==> src/rtl/uart_pkg.sv <==
// Shared UART definitions: default line timing and the receive FSM encoding,
// used by both the receive and transmit sides.
package uart_pkg;

  localparam int unsigned CLK_F_DEF    = 50_000_000;
  localparam int unsigned UART_BPS_DEF = 115200;
  localparam int unsigned CLK_GOAL_DEF = CLK_F_DEF / UART_BPS_DEF;

  typedef enum logic [1:0] {
    RX_IDLE  = 2'd0,
    RX_START = 2'd1,
    RX_DATA  = 2'd2,
    RX_STOP  = 2'd3
  } rx_state_t;

  // Bits needed to hold values 0..max_val.
  function automatic int unsigned cnt_width(input int unsigned max_val);
    return (max_val < 2) ? 1 : $clog2(max_val + 1);
  endfunction

endpackage

==> src/rtl/uart_rx_byte.sv <==
// 8N1 byte receiver: line synchronizer, start/data/stop bit FSM and the
// assembled byte with accept/reject pulses on the stop-bit sample cycle.
module uart_rx_byte
  import uart_pkg::*;
#(
  parameter int unsigned CLK_GOAL = CLK_GOAL_DEF
) (
  input  logic       clk,
  input  logic       rst,
  input  logic       i_rxd,
  output logic [7:0] o_byte,
  output logic       o_byte_ok,
  output logic       o_byte_err,
  output logic       o_idle
);

  // state    | meaning
  // RX_IDLE  | line idle, waiting for a synchronized high-to-low edge
  // RX_START | timing to the start-bit mid-point to reject false starts
  // RX_DATA  | sampling 8 data bits, LSB first, one bit-time apart
  // RX_STOP  | sampling the stop bit; result reported in the same cycle

  localparam int unsigned   CW   = cnt_width(CLK_GOAL - 1);
  localparam logic [CW-1:0] HALF = CW'(CLK_GOAL / 2);
  localparam logic [CW-1:0] LAST = CW'(CLK_GOAL - 1);
  localparam logic [CW-1:0] ONE  = CW'(1);

  logic          r_sync1, r_sync2, r_rxd_d;
  rx_state_t     r_state, w_state_nxt;
  logic [CW-1:0] r_cnt, w_cnt_nxt;
  logic [2:0]    r_bit_idx, w_bit_idx_nxt;
  logic [7:0]    r_shift, w_shift_nxt;
  logic          w_fall;

  assign w_fall = r_rxd_d & ~r_sync2;
  assign o_byte = r_shift;

  always_ff @(posedge clk) begin
    if (rst) begin
      r_sync1   <= 1'b1;
      r_sync2   <= 1'b1;
      r_rxd_d   <= 1'b1;
      r_state   <= RX_IDLE;
      r_cnt     <= '0;
      r_bit_idx <= '0;
      r_shift   <= '0;
    end else begin
      r_sync1   <= i_rxd;
      r_sync2   <= r_sync1;
      r_rxd_d   <= r_sync2;
      r_state   <= w_state_nxt;
      r_cnt     <= w_cnt_nxt;
      r_bit_idx <= w_bit_idx_nxt;
      r_shift   <= w_shift_nxt;
    end
  end

  always_comb begin
    w_state_nxt   = r_state;
    w_cnt_nxt     = r_cnt + ONE;
    w_bit_idx_nxt = r_bit_idx;
    w_shift_nxt   = r_shift;
    o_byte_ok     = 1'b0;
    o_byte_err    = 1'b0;
    o_idle        = 1'b0;
    case (r_state)
      RX_IDLE: begin
        o_idle    = 1'b1;
        w_cnt_nxt = '0;
        if (w_fall) w_state_nxt = RX_START;
      end
      RX_START: begin
        if (r_cnt == HALF) begin
          w_cnt_nxt = '0;
          if (!r_sync2) begin
            w_state_nxt   = RX_DATA;
            w_bit_idx_nxt = '0;
          end else begin
            w_state_nxt = RX_IDLE;
          end
        end
      end
      RX_DATA: begin
        if (r_cnt == LAST) begin
          w_cnt_nxt     = '0;
          w_shift_nxt   = {r_sync2, r_shift[7:1]};
          w_bit_idx_nxt = r_bit_idx + 3'd1;
          if (r_bit_idx == 3'd7) w_state_nxt = RX_STOP;
        end
      end
      RX_STOP: begin
        // Return to idle on the sample itself so a start bit right after
        // the stop-bit mid-point is never missed.
        if (r_cnt == LAST) begin
          w_cnt_nxt   = '0;
          w_state_nxt = RX_IDLE;
          if (r_sync2) o_byte_ok  = 1'b1;
          else         o_byte_err = 1'b1;
        end
      end
      default: begin
        w_state_nxt = RX_IDLE;
        w_cnt_nxt   = '0;
      end
    endcase
  end

endmodule

==> src/rtl/uart_rx_64.sv <==
// 64-bit word receiver: collects eight UART bytes (first byte most
// significant) and discards a partial word on a framing error or idle gap.
module uart_rx_64
  import uart_pkg::*;
#(
  parameter int unsigned CLK_F    = CLK_F_DEF,
  parameter int unsigned UART_BPS = UART_BPS_DEF,
  parameter int unsigned CLK_GOAL = CLK_F / UART_BPS,
  parameter int unsigned GAP_BITS = 16
) (
  input  logic        clk,
  input  logic        rst,
  input  logic        uart_rxd,
  output logic [63:0] data_64,
  output logic        data_valid,
  output logic        frame_err,
  output logic        busy
);

  localparam int unsigned   GAP_LIMIT = GAP_BITS * CLK_GOAL;
  localparam int unsigned   GW        = cnt_width(GAP_LIMIT - 1);
  localparam logic [GW-1:0] GAP_LAST  = GW'(GAP_LIMIT - 1);
  localparam logic [GW-1:0] GAP_ONE   = GW'(1);

  logic [7:0]    w_byte;
  logic          w_byte_ok, w_byte_err, w_idle;
  logic          w_timeout;
  logic [55:0]   r_word;
  logic [2:0]    r_byte_idx;
  logic [GW-1:0] r_gap;
  logic [63:0]   r_data_64;
  logic          r_data_valid, r_frame_err;

  uart_rx_byte #(
    .CLK_GOAL (CLK_GOAL)
  ) u_rx_byte (
    .clk        (clk),
    .rst        (rst),
    .i_rxd      (uart_rxd),
    .o_byte     (w_byte),
    .o_byte_ok  (w_byte_ok),
    .o_byte_err (w_byte_err),
    .o_idle     (w_idle)
  );

  // Fires on the last allowed idle cycle so the pulse lands one cycle later.
  assign w_timeout = w_idle && (r_byte_idx != 3'd0) && (r_gap == GAP_LAST);

  assign data_64    = r_data_64;
  assign data_valid = r_data_valid;
  assign frame_err  = r_frame_err;
  assign busy       = !w_idle || (r_byte_idx != 3'd0);

  always_ff @(posedge clk) begin
    if (rst) begin
      r_word       <= '0;
      r_byte_idx   <= '0;
      r_gap        <= '0;
      r_data_64    <= '0;
      r_data_valid <= 1'b0;
      r_frame_err  <= 1'b0;
    end else begin
      r_data_valid <= 1'b0;
      r_frame_err  <= 1'b0;
      if (w_byte_err || w_timeout) begin
        r_frame_err <= 1'b1;
        r_byte_idx  <= '0;
        r_word      <= '0;
      end else if (w_byte_ok) begin
        if (r_byte_idx == 3'd7) begin
          r_data_64    <= {r_word, w_byte};
          r_data_valid <= 1'b1;
          r_word       <= '0;
        end else begin
          r_word <= {r_word[47:0], w_byte};
        end
        r_byte_idx <= r_byte_idx + 3'd1;
      end

      if (w_idle && (r_byte_idx != 3'd0) && !w_timeout) r_gap <= r_gap + GAP_ONE;
      else                                              r_gap <= '0;
    end
  end

endmodule

==> config.mk <==
export PLATFORM = sky130hd
export DESIGN_NAME = uart_rx_64
export DESIGN_NICKNAME = d
export VERILOG_FILES = /design/src/rtl/uart_pkg.sv /design/src/rtl/uart_rx_byte.sv /design/src/rtl/uart_rx_64.sv
export SDC_FILE = /design/constraint.sdc
export NUM_CORES = 1
export LEC_CHECK = 0
export CAP_MARGIN = 10
export CORE_AREA = 2 2 154 156
export CTS_BUF_LIST = sky130_fd_sc_hd__clkbuf_16
export CTS_CLUSTER_SIZE = 8
export DETAILED_ROUTE_END_ITERATION = 12
export DIE_AREA = 0 0 156 158
export HOLD_SLACK_MARGIN = 0.1
export PLACE_DENSITY_LB_ADDON = 0.25
export SETUP_SLACK_MARGIN = 0.2
export SYNTH_ARGS = -nofsm -noshare
export SYNTH_HDL_FRONTEND = slang
export SYNTH_SLANG_ARGS = --single-unit
==> constraint.sdc <==
create_clock -name clk -period 2.8 [get_ports clk]
set_clock_uncertainty 0.1 [all_clocks]
set_input_delay 0.42 -clock clk [delete_from_list [all_inputs] [get_ports clk]]
set_output_delay 0.42 -clock clk [all_outputs]
set_load 0.1 [all_outputs]
== Word-level counts from Yosys, hierarchy flattened ==
Cells that the tools add are included.

* Input port bits: 3
* Register bits after elaboration: 163
* Output and inout port bits: 67

* Equal/unequal tests: 14
* Bitwise logic cells: 5
* $add $sub $neg: 4
* Reduce and logical (&&, ||, !) cells: 18
* Mux-type cells: 24

{| class="wikitable"
|+ Operator list
! cell !! number
|-
| $mux 56 || 1
|-
| $pmux 9 s3 || 1
|-
| $mux 9 || 2
|-
| $add 13x1->13 const B || 1
|-
| $eq 13x13->1 const B || 1
|-
| $mux 2 || 6
|-
| $ne 2x1->1 const B || 5
|-
| $add 9x1->9 const B || 1
|-
| $eq 9x8->1 const B || 1
|-
| $eq 9x9->1 const B || 1
|-
| $mux 1 || 9
|-
| $mux 3 || 3
|-
| $pmux 2 s4 || 1
|-
| $add 3x1->3 const B || 2
|-
| $eq 3x3->1 const B || 2
|-
| $pmux 3 s2 || 1
|-
| $reduce_or 2->1 || 3
|-
| $reduce_and 5->1 || 1
|-
| $eq 2x2->1 const B || 2
|-
| $not 1->1 || 4
|-
| $reduce_and 4->1 || 1
|-
| $logic_and 1x1->1 || 3
|-
| $reduce_and 3->1 || 1
|-
| $reduce_bool 3->1 || 1
|-
| 9 further kinds || 11
|}

== Longest topological paths before layout ==
* Depth in word-level cells: 8
* Gate-level depth with buffers: 9
* Depth with buffers taken out: 6

== Modules after synthesis ==
From an unflattened synthesis, not the netlist that was laid out.

* Cells, all modules: 743
* Area total of the unflattened synthesis: 7055.5 sq um

{| class="wikitable"
|+ By module, submodules not included
! module !! times used !! area an instance (sq um) !! cells each !! sequential area each (sq um)
|-
| uart_rx_64 || 1 || 5933.2 || 616 || 2762.6
|-
| uart_rx_byte || 1 || 1122.3 || 127 || 500.5
|}

== Worst setup path before layout ==
OpenSTA, ideal clock, no wires.

* Kind: register to register
* Start point: register r_gap[6]
* End point: register r_data_valid, in the netlist data_valid
* Stages on the path, launching flop included: 6
* Data arrival time: 1837 ps
* Path slack: 736 ps
* Setup time: 127 ps
* Period minus slack after synthesis: 2064 ps
* Data required time: 2573 ps
* Cell sequence: dfxtp_1 > or4b_1 > or4_4 > o221ai_4 > buf_6 > nor2_1

* Cells in the longest elaborated chain, start to end: 4

{| class="wikitable"
|+ Ends and longest elaborated chain
! element !! line !! RTL
|-
| start, declared || uart_rx_64.sv:30 || <nowiki>logic [GW-1:0] r_gap;</nowiki>
|-
| start signal, assigned || uart_rx_64.sv:80 || <nowiki>if (w_idle && (r_byte_idx != 3'd0) && !w_timeout) r_gap <= r_gap + GAP_ONE;</nowiki>
|-
| $eq 13x13->1 || uart_rx_64.sv:47 || <nowiki>assign w_timeout = w_idle && (r_byte_idx != 3'd0) && (r_gap == GAP_LAST);</nowiki>
|-
| $logic_and 1x1->1 || uart_rx_64.sv:47 ||
|-
| $logic_or 1x1->1 || uart_rx_64.sv:65 || <nowiki>if (w_byte_err || w_timeout) begin</nowiki>
|-
| $reduce_or 3->1 (no line) || - ||
|-
| end signal, assigned || uart_rx_64.sv:60 || <nowiki>r_data_valid <= 1'b0;</nowiki>
|-
| end signal, assigned || uart_rx_64.sv:63 || <nowiki>r_data_valid <= 1'b0;</nowiki>
|-
| end signal, assigned || uart_rx_64.sv:72 || <nowiki>r_data_valid <= 1'b1;</nowiki>
|-
| end, declared || uart_rx_64.sv:32 || <nowiki>logic r_data_valid, r_frame_err;</nowiki>
|}

Every way passes these cells.
A chain may end at the register's enable or synchronous reset.

== Worst setup path after layout ==
* Start point: register u_rx_byte.r_state[0]
* End point: register r_data_64[37], in the netlist data_64[37]

* Cells in the longest elaborated chain, start to end: 7
* Elaborated cells between the ends (all ways): 10

{| class="wikitable"
|+ Ends and longest elaborated chain
! element !! line !! RTL
|-
| start, declared || uart_rx_byte.sv:29 || <nowiki>rx_state_t r_state, w_state_nxt;</nowiki>
|-
| start signal, assigned || uart_rx_byte.sv:51 || <nowiki>r_state <= w_state_nxt;</nowiki>
|-
| $logic_not 2->1 || uart_rx_byte.sv:66 || <nowiki>case (r_state)</nowiki>
|-
| $mux 1 || uart_rx_byte.sv:66 ||
|-
| $logic_and 1x1->1 (2 in a row) || uart_rx_64.sv:47 ||
|-
| $logic_or 1x1->1 || uart_rx_64.sv:65 ||
|-
| $not 1->1 (no line) || - ||
|-
| $reduce_and 3->1 (no line) * || - ||
|-
| end signal, assigned || uart_rx_64.sv:71 || <nowiki>r_data_64 <= {r_word, w_byte};</nowiki>
|-
| end, declared || uart_rx_64.sv:31 || <nowiki>logic [63:0] r_data_64;</nowiki>
|}

Every way passes the cells marked *; elsewhere a longest branch is shown, timed or not.

==> reports/qor.txt <==
Worst setup SP type - flip-flop
Wire length of the first global-routing pass - 25.2 mm
Final #Nets - 810
Fin cells - 1102
CTS resizes - 0
Bufs on Longest Clock Path - 2
Reg2Reg Capture Point - data_64[37]
Main flop type after synthesis - dfxtp_1
Cell taking the most area after synthesis - dfxtp_1
Tcrit/Tclk final - 82.2%
Clk root buf - clkbuf_16
Setup Crit Path Kind - reg -> reg
FP Rows - 56
Clk sinks - 163
Count leader, synth - nand2_1
Die ar. - 24600 sq um
CP Data Arrival Time - 2500 ps
Synth Net Count - 762
Max Cap Viol - 0
Placed cells - 1070
Endpoint type of the worst setup path - flip-flop
Clock transition at path regs - 70 ps
Largest net degree at the start of global routing - 65
Vias in the first global route - 4769
Die X-Extent - 156 microns
Hold_buf cts - 0
Hold WC Path Type - in -> reg
Reg area - 3260 sq um
DR iter-0 viols - 327
# diodes - 0
DRC - 0
Area occupied by multi-input gates - 2750 sq um
Leak - 2.57 nW
ANT nets after route - 0
Max transition margin - 52.4%
Worst r2r src - u_rx_byte.r_state[0]
Die H - 158 microns
Yosys cell types - 41
Max FO, Critical Path - 55
DR pass1 iterations - 4
Io pins - 70
Vias/cell - 4.58
VDD IR max - 0.000397 V
Max-slew violations - 0
CTS buffer count - 17
WL/cell - 13.9 microns
Total core area - 23100 sq um
Routed WL - 15.3 mm
Status - completed
Worst path cell trace - nand4b_1, or4_2, buf_4, nand2_1, a21oi_1
EDFF count, synth - 0
Setup TNS Final - 0 ps
Number of synthesized register bits - 163
Worst slew pin tran - 714 ps
Synthesis-to-layout area growth - 21.6%
Fmax - 434 MHz
Layout cell share with drive strength beyond 1 - 14.9%
Via total after detailed routing - 5042
Initial core utilization - 27.3%
Worst Path Buf+Inv - 1
DP Area - 7080 sq um
Total gr overflow - 0
Minimum clock period - 2300 ps
Final core utilization - 33.2%
Crit-path leading delay family - simple AND/OR/NAND/NOR gates
Final Hold Vio Count - 0
Initial antenna violation count - 0
Share of flip-flops with an asynchronous set or reset - 0%
# setup viols final - 0
Post-synthesis cell area - 6300 sq um
Synth warnings - 0
Path length in cells of the critical path - 5
Worst-skew pair later-pin latency - 430 ps
Crit-path max cell delay - 680 ps
CP max-delay cell - or4_2
CTS tree - yes
Final-layout fill cell count - 2418
RSZ-0062 raised after global routing - false
Mapped Cells - 751
Placer Congestion - 0.758
Top cells by count, synth - nand2_1, dfxtp_1, a21oi_1
Critical Path RT - 3000 ps
Port Buffer Count - 69
Total GRT Usage - 12.9%
Worst R2R Path Depth - 5
# H-tree levels - 4
Worst R2R Setup Slack - 500 ps
Dpl hpwl - 9.52 mm
Post-CTS setup buffer count - 0
Finished Cell Area - 7660 sq um
Area contributors post-synth - dfxtp_1, nand2_1, a21oi_1, nand3b_1, clkbuf_1
CP endpoint - data_64[37]
PwrDens - 616 nW/um^2
Share of the synthesized area in the top cell type - 51.8%
Syn Area/Cell - 8.39 sq um
CP startpoint - u_rx_byte.r_state[0]
Sequential-to-total area share from yosys stat - 51.8%
==> how the worst min path moves through the flow <==
stage                                 start                 to  slack, ps  cells past startpoint
after floorplan           u_rx_byte.r_sync1  u_rx_byte.r_sync2        290                      1
after global placement          data_64[57]        data_64[57]        340                      2
after detailed placement         r_word[52]         r_word[52]        340                      2
after CTS                               rst        data_64[58]        320                      2
after global routing                    rst        data_64[60]        320                      2
final                                   rst        data_64[59]        320                      2
==> placed cells by master, fill, tap and decap left out, types with 3 or more instances in the layout <==
cell type     n
o31ai_1       3
inv_8         3
nor4_1        4
dfxtp_1     163
xnor2_1      14
ha_1          8
a21oi_1     135
nor3_1       12
nand2_1     212
o21ai_0       3
clkbuf_16    17
nand3_1      11
inv_1        14
nand3b_1     59
xor2_1        5
buf_12        3
clkinvlp_4    3
buf_4        78
nor2_1       24
==> worst reg2reg max path, delay by kind of cell (launching register included) <==
kind | cells | cell delay, ps
and+or+nand+nor | 3 | 1120
buffers and inverters | 1 | 350
AOI/OAI and AO/OA | 1 | 60
DFF | 1 | 540
==> routing by layer <==
metal	global-route usage (%)	routed length [microns]	part of all wire, %	vias up
li1	-	-	-	2614
met1	17.2	7710	50	2335
met2	20.0	6860	45	77
met3	3.42	560	3.7	16
met4	4.54	196	1.3	0
met5	0	0	0	-
==> logic make-up (layout without fill, tap and decap cells) <==
logic type	Yosys count	in the layout	synth area share (%)
AND/OR/NAND/NOR	345	345	26.5
flip-flops	163	163	51.8
AO/OA/AOI/OAI	150	150	12.6
buffers and inverters	66	127	4.82
XOR/XNOR	19	19	2.64
adder cells (fa/ha/maj)	8	8	1.59
==> metrics by stage <==
step	power [mW]	worst slack, ps	hold WS [ps]
6_report	4.72	498	315
5_1_grt	4.89	320	320
4_1_cts	4.79	485	317
3_5_place_dp	2.46	508	344
3_3_place_gp	2.46	532	339
2_1_floorplan	2.44	736	289
==> final cells by class <==
class / count / area share [%]
clock buffer: 17 / 5.55
timing repair buffer: 83 / 8.62
clock inverter: 15 / 2.07
inverter: 12 / 0.588
multi-input combinational: 522 / 35.8
tap: 290 / 4.74
sequential: 163 / 42.6
==> state kept, by name, summed over array words and instances, names as in the netlist, named ones only <==
register / flops
frame_err: 1
data_valid: 1
r_word: 56
u_rx_byte.r_sync1: 1
data_64: 64
u_rx_byte.r_cnt: 9
u_rx_byte.r_rxd_d: 1
u_rx_byte.o_byte: 8
u_rx_byte.r_state: 1
r_gap: 13
u_rx_byte.r_sync2: 1
u_rx_byte.r_bit_idx: 3
r_byte_idx: 3
==> power by group <==
group	switching (mW)	internal, mW
logic	0.0528	0.0166
clock network	0.992	1.32
registers	0.00798	2.32
(Power assumes the default switching activity.)
